[src/rtl/fb_pkg.sv]
// Shared constants for the camera frame-buffer write path.
// Holds the buffer geometry, the RGB565 field widths and the scheduler FSM encoding.
package fb_pkg;

  localparam int W     = 160;
  localparam int H     = 120;
  localparam int AW    = 15;
  localparam int R_W   = 5;
  localparam int G_W   = 6;
  localparam int B_W   = 5;
  localparam int PIX_W = R_W + G_W + B_W;
  localparam int POS_W = 10;

  localparam logic [1:0] WAIT_SOF   = 2'd0;
  localparam logic [1:0] CAPTURE    = 2'd1;
  localparam logic [1:0] FRAME_DONE = 2'd2;

endpackage

[src/rtl/sync_edge_detect.sv]
// Keeps the previous level of a signal and emits one-cycle rise/fall pulses.
// Ports: clk, reset (async high), level in; rise, fall out.
module sync_edge_detect (
  input  logic clk,
  input  logic reset,
  input  logic level,
  output logic rise,
  output logic fall
);

  logic prev;

  always_ff @(posedge clk or posedge reset) begin
    if (reset) prev <= 1'b0;
    else       prev <= level;
  end

  assign rise = level & ~prev;
  assign fall = ~level & prev;

endmodule

[src/rtl/fb_write_scheduler.sv]
// Decimates the camera pixel stream into linear frame-buffer writes and ping-pongs banks.
// Ports: camera vsync/pixel in, freeze, display vsync; write port, banks, counters, busy out.
module fb_write_scheduler
  import fb_pkg::*;
#(
  parameter int W         = fb_pkg::W,
  parameter int H         = fb_pkg::H,
  parameter int DEC_SHIFT = 2,
  parameter int MIRROR_X  = 1,
  parameter int AW        = fb_pkg::AW
) (
  input  logic             clk,
  input  logic             reset,
  input  logic             cam_vsync,
  input  logic             pix_valid,
  input  logic [PIX_W-1:0] pix_data,
  input  logic [POS_W-1:0] pix_row,
  input  logic [POS_W-1:0] pix_col,
  input  logic             freeze,
  input  logic             disp_vsync,
  output logic             we,
  output logic [AW-1:0]    waddr,
  output logic [PIX_W-1:0] wdata,
  output logic             wbank,
  output logic             rbank,
  output logic [7:0]       frame_count,
  output logic [7:0]       drop_count,
  output logic             busy
);

  localparam logic [POS_W-1:0] DMASK =
    POS_W'((1 << DEC_SHIFT) - 1);
  localparam logic [POS_W-1:0] W_P = POS_W'(W);
  localparam logic [POS_W-1:0] H_P = POS_W'(H);

  logic [1:0] state;
  logic       pending;
  logic       sof;
  logic       eof;
  logic       dswap;
  logic       unused_disp_fall;

  sync_edge_detect u_cam_ed (
    .clk   (clk),
    .reset (reset),
    .level (cam_vsync),
    .rise  (eof),
    .fall  (sof)
  );

  sync_edge_detect u_disp_ed (
    .clk   (clk),
    .reset (reset),
    .level (disp_vsync),
    .rise  (dswap),
    .fall  (unused_disp_fall)
  );

  logic [POS_W-1:0] x;
  logic [POS_W-1:0] y;
  logic [POS_W-1:0] xs;
  logic [AW-1:0]    y_a;
  logic [AW-1:0]    y_mul;
  logic [AW-1:0]    addr_n;
  logic             accept;

  assign x  = pix_col >> DEC_SHIFT;
  assign y  = pix_row >> DEC_SHIFT;
  assign xs = (MIRROR_X != 0) ? (W_P - 10'd1 - x) : x;

  assign y_a   = AW'(y);
  // 160 = 128 + 32, so the stride multiply is two shifts and an add
  assign y_mul = (W == 160) ? ((y_a << 7) + (y_a << 5))
                            : (y_a * AW'(W));
  assign addr_n = y_mul + AW'(xs);

  assign accept = (state == CAPTURE) & pix_valid
                & ((pix_row & DMASK) == '0)
                & ((pix_col & DMASK) == '0)
                & (x < W_P) & (y < H_P);

  always_ff @(posedge clk or posedge reset) begin
    if (reset) begin
      state       <= WAIT_SOF;
      frame_count <= 8'd0;
      drop_count  <= 8'd0;
    end else begin
      unique case (1'b1)
        (state == WAIT_SOF): begin
          if (sof) begin
            if (pending)      drop_count <= drop_count + 8'd1;
            else if (!freeze) state      <= CAPTURE;
          end
        end
        (state == CAPTURE): begin
          if (eof) state <= FRAME_DONE;
        end
        (state == FRAME_DONE): begin
          frame_count <= frame_count + 8'd1;
          state       <= WAIT_SOF;
        end
        default: state <= WAIT_SOF;
      endcase
    end
  end

  // pending is 0 throughout FRAME_DONE, so a coincident dswap
  // cannot swap; the swap waits for the next display edge
  always_ff @(posedge clk or posedge reset) begin
    if (reset) begin
      pending <= 1'b0;
      wbank   <= 1'b0;
    end else begin
      if (dswap && pending) begin
        wbank   <= ~wbank;
        pending <= 1'b0;
      end
      if (state == FRAME_DONE) pending <= 1'b1;
    end
  end

  always_ff @(posedge clk or posedge reset) begin
    if (reset) begin
      we    <= 1'b0;
      waddr <= '0;
      wdata <= '0;
    end else begin
      we <= accept;
      if (accept) begin
        waddr <= addr_n;
        wdata <= pix_data;
      end
    end
  end

  assign rbank = ~wbank;
  assign busy  = (state == CAPTURE);

endmodule

[config.mk]
export PLATFORM = sky130hd
export DESIGN_NAME = fb_write_scheduler
export DESIGN_NICKNAME = d
export VERILOG_FILES = /design/src/rtl/fb_pkg.sv /design/src/rtl/sync_edge_detect.sv /design/src/rtl/fb_write_scheduler.sv
export SDC_FILE = /design/constraint.sdc
export NUM_CORES = 1
export LEC_CHECK = 0
export ABC_AREA = 0
export BUFFER_PORTS_ARGS = -buffer_cell sky130_fd_sc_hd__buf_4
export CORE_MARGIN = 1
export CORE_UTILIZATION = 53
export DETAILED_ROUTE_END_ITERATION = 16
export GPL_TIMING_DRIVEN = 0
export MAX_ROUTING_LAYER = met4
export PLACE_DENSITY = 0.84
export SLEW_MARGIN = 20
export SYNTH_ARGS = -nofsm -noshare
export SYNTH_HDL_FRONTEND = slang
export SYNTH_HIERARCHICAL = 1
export SYNTH_SLANG_ARGS = --single-unit
[constraint.sdc]
create_clock -name clk -period 4.2 [get_ports clk]
set_input_delay 0.63 -clock clk [delete_from_list [all_inputs] [get_ports clk]]
set_output_delay 0.63 -clock clk [all_outputs]
set_load 0.05 [all_outputs]
==> metrics <==
TritonCTS clock tree=done; commonest cells after routing, fill and taps aside=92 x buf_4, 74 x nand2_1, 54 x dfrtp_1; Clock Pin Slew Worst Setup and Hold Paths=0.10 ns; drt total wl=5710 um; Leakage=1.95 nW; Net Count, Synth=318; # rows=25; clock root cell=clkbuf_8; GR Util All Layers=24.6%; Post-DP Area=3410 sq um; FMAX=356 MHz; Via Count=2,108; pwr dens=444 nW/um^2; grt ovf=0; synthesized area per cell=10.2 sq um; CTS Buf Count=5; Core ar.=4720 sq um; Setup Skew=0.00503 ns; I/O Pins=93; synthesized area=2610 sq um; Area growth syn-to-layout=35.1%; net switching power=0.592 mW; combinational power share=36.0%; Required @ worst endpoint=4.40 ns; filler cell count=346; first-pass GRT wire length=9560 um; Switching Fraction=37.8%; fin crit share=66.9%; Slew headroom=71.4%; Detailed Place HPWL=4560 um; # hold bufs at CTS=0; Mapped Cells=256; Buffers on Ports=92; Initial Util=55.3%; RSZ-0062 raised after global routing=no; DIE WIDTH=72.2 um; drt pass-1 iters=10; total power=1.57 mW; total negative setup slack=0 ns; startpoint types=input pin; count of final hold-check violations=0; area of the multi-input gates=1180 sq um; fin area=3530 sq um; vias in the first global route=2,102; Final Util=74.7%; worst min path class=in -> async; crit path DAT=3.01 ns; storage element area=1350 sq um; failing checks=DRC; Crit Path Class=in -> reg; yosys warns=6; Clk pwr share=23.2%; Clk Latency, worst-skew pair=0.30 ns; nets@finish=418; # DRC=2; Antenna Nets Post-Route=0; final hold slack=0.170 ns; leading cell type in the layout, fill and taps excluded=buf_4; clk buf depth=2; H-Tree Depth=2; Slew Limit Fails=0; DR WL/cell=13.5 um; global placer's final weighted congestion=0.885; highest fanout seen on the critical path=3; setup bufs post-CTS=0; proportion of layout cells with a drive suffix above 1=31.4%; Peak VDD IR=0.298 mV; Seq pwr share=40.9%; # diodes=0; post-CTS sizing=0; post-layout min period=2.81 ns; CP endpoint kind=flip-flop; initial drt markers=105; Tightest Pin Transition=0.429 ns; die area=5210 sq um; DR vias/cell=4.97; outcome=finished, violations left; largest net degree at the start of global routing=37; Setup violations, final=0; max cap viols=0; Num Clock Sinks=54; initial antenna violation count=0; Die Height=72.2 um; cell internal pwr=0.975 mW
[per-stage QoR]
| stage | setup slack, ns | cells |
|---|---|---|
| after global routing | 1.20 | 424 |
| after detailed placement | 1.08 | 416 |
| after CTS | 1.40 | 424 |
| final | 1.39 | 424 |
| after global placement | 1.14 | 415 |
| after floorplan | 1.36 | 256 |
[path summary, 6_finish.rpt]
path | start | to | slack [ns] | depth (start not counted)
worst max register to register | state[1] | waddr[13] | 2.46 | 5
max in group asynchronous | reset | drop_count[5] | 3.39 | 3
worst min-delay path | reset | u_cam_ed/prev | 0.17 | 2
worst min register to register | drop_count[7] | drop_count[7] | 0.48 | 1
worst max-delay path | pix_col[7] | waddr[14] | 1.39 | 11
min in group clk | disp_vsync | u_disp_ed/prev | 0.44 | 1
[final cells by class]
type	count	area share [%]
flip-flops and latches	54	38.3
multi-input cells	180	33.3
repair buffers	93	20.1
well taps	67	2.38
clock buffers	6	2.34
inverters	15	1.60
clock inverters	2	1.10
plain buffers	7	0.816
[worst max-delay path, stage by stage]
cell	delay, ns
buf_4	0.09
inv_1	0.04
ha_1	0.19
xnor2_1	0.13
fa_1	0.48
inv_1	0.07
fa_1	0.48
a211oi_1	0.26
o21ai_0	0.17
and3_1	0.22
o221a_2	0.24
[layer usage]
layer | vias up | GRT usage, % | part of all wire (%)
li1 | 1054 | - | -
met1 | 983 | 30.3 | 41
met2 | 61 | 42.1 | 53
met3 | 10 | 3.47 | 4.5
met4 | 0 | 7.63 | 1.7
met5 | - | - | 0
[power groups by stage]
stage	Clock [mW]	Combinational, mW	Sequential, mW
final	0.363	0.564	0.640
after global routing	0.389	0.601	0.652
after CTS	0.371	0.568	0.640
after detailed placement	0	0.566	0.650
after global placement	0	0.549	0.646
after floorplan	0	0.182	0.841
[sequential cells by signal, indices dropped and copies added, names as in the netlist]
name,flops
frame_count,8
u_cam_ed/prev,1
wbank,1
waddr,15
drop_count,8
wdata,16
u_disp_ed/prev,1
pending,1
we,1
state,2
Note: power is estimated with default switching activity, not from simulation.
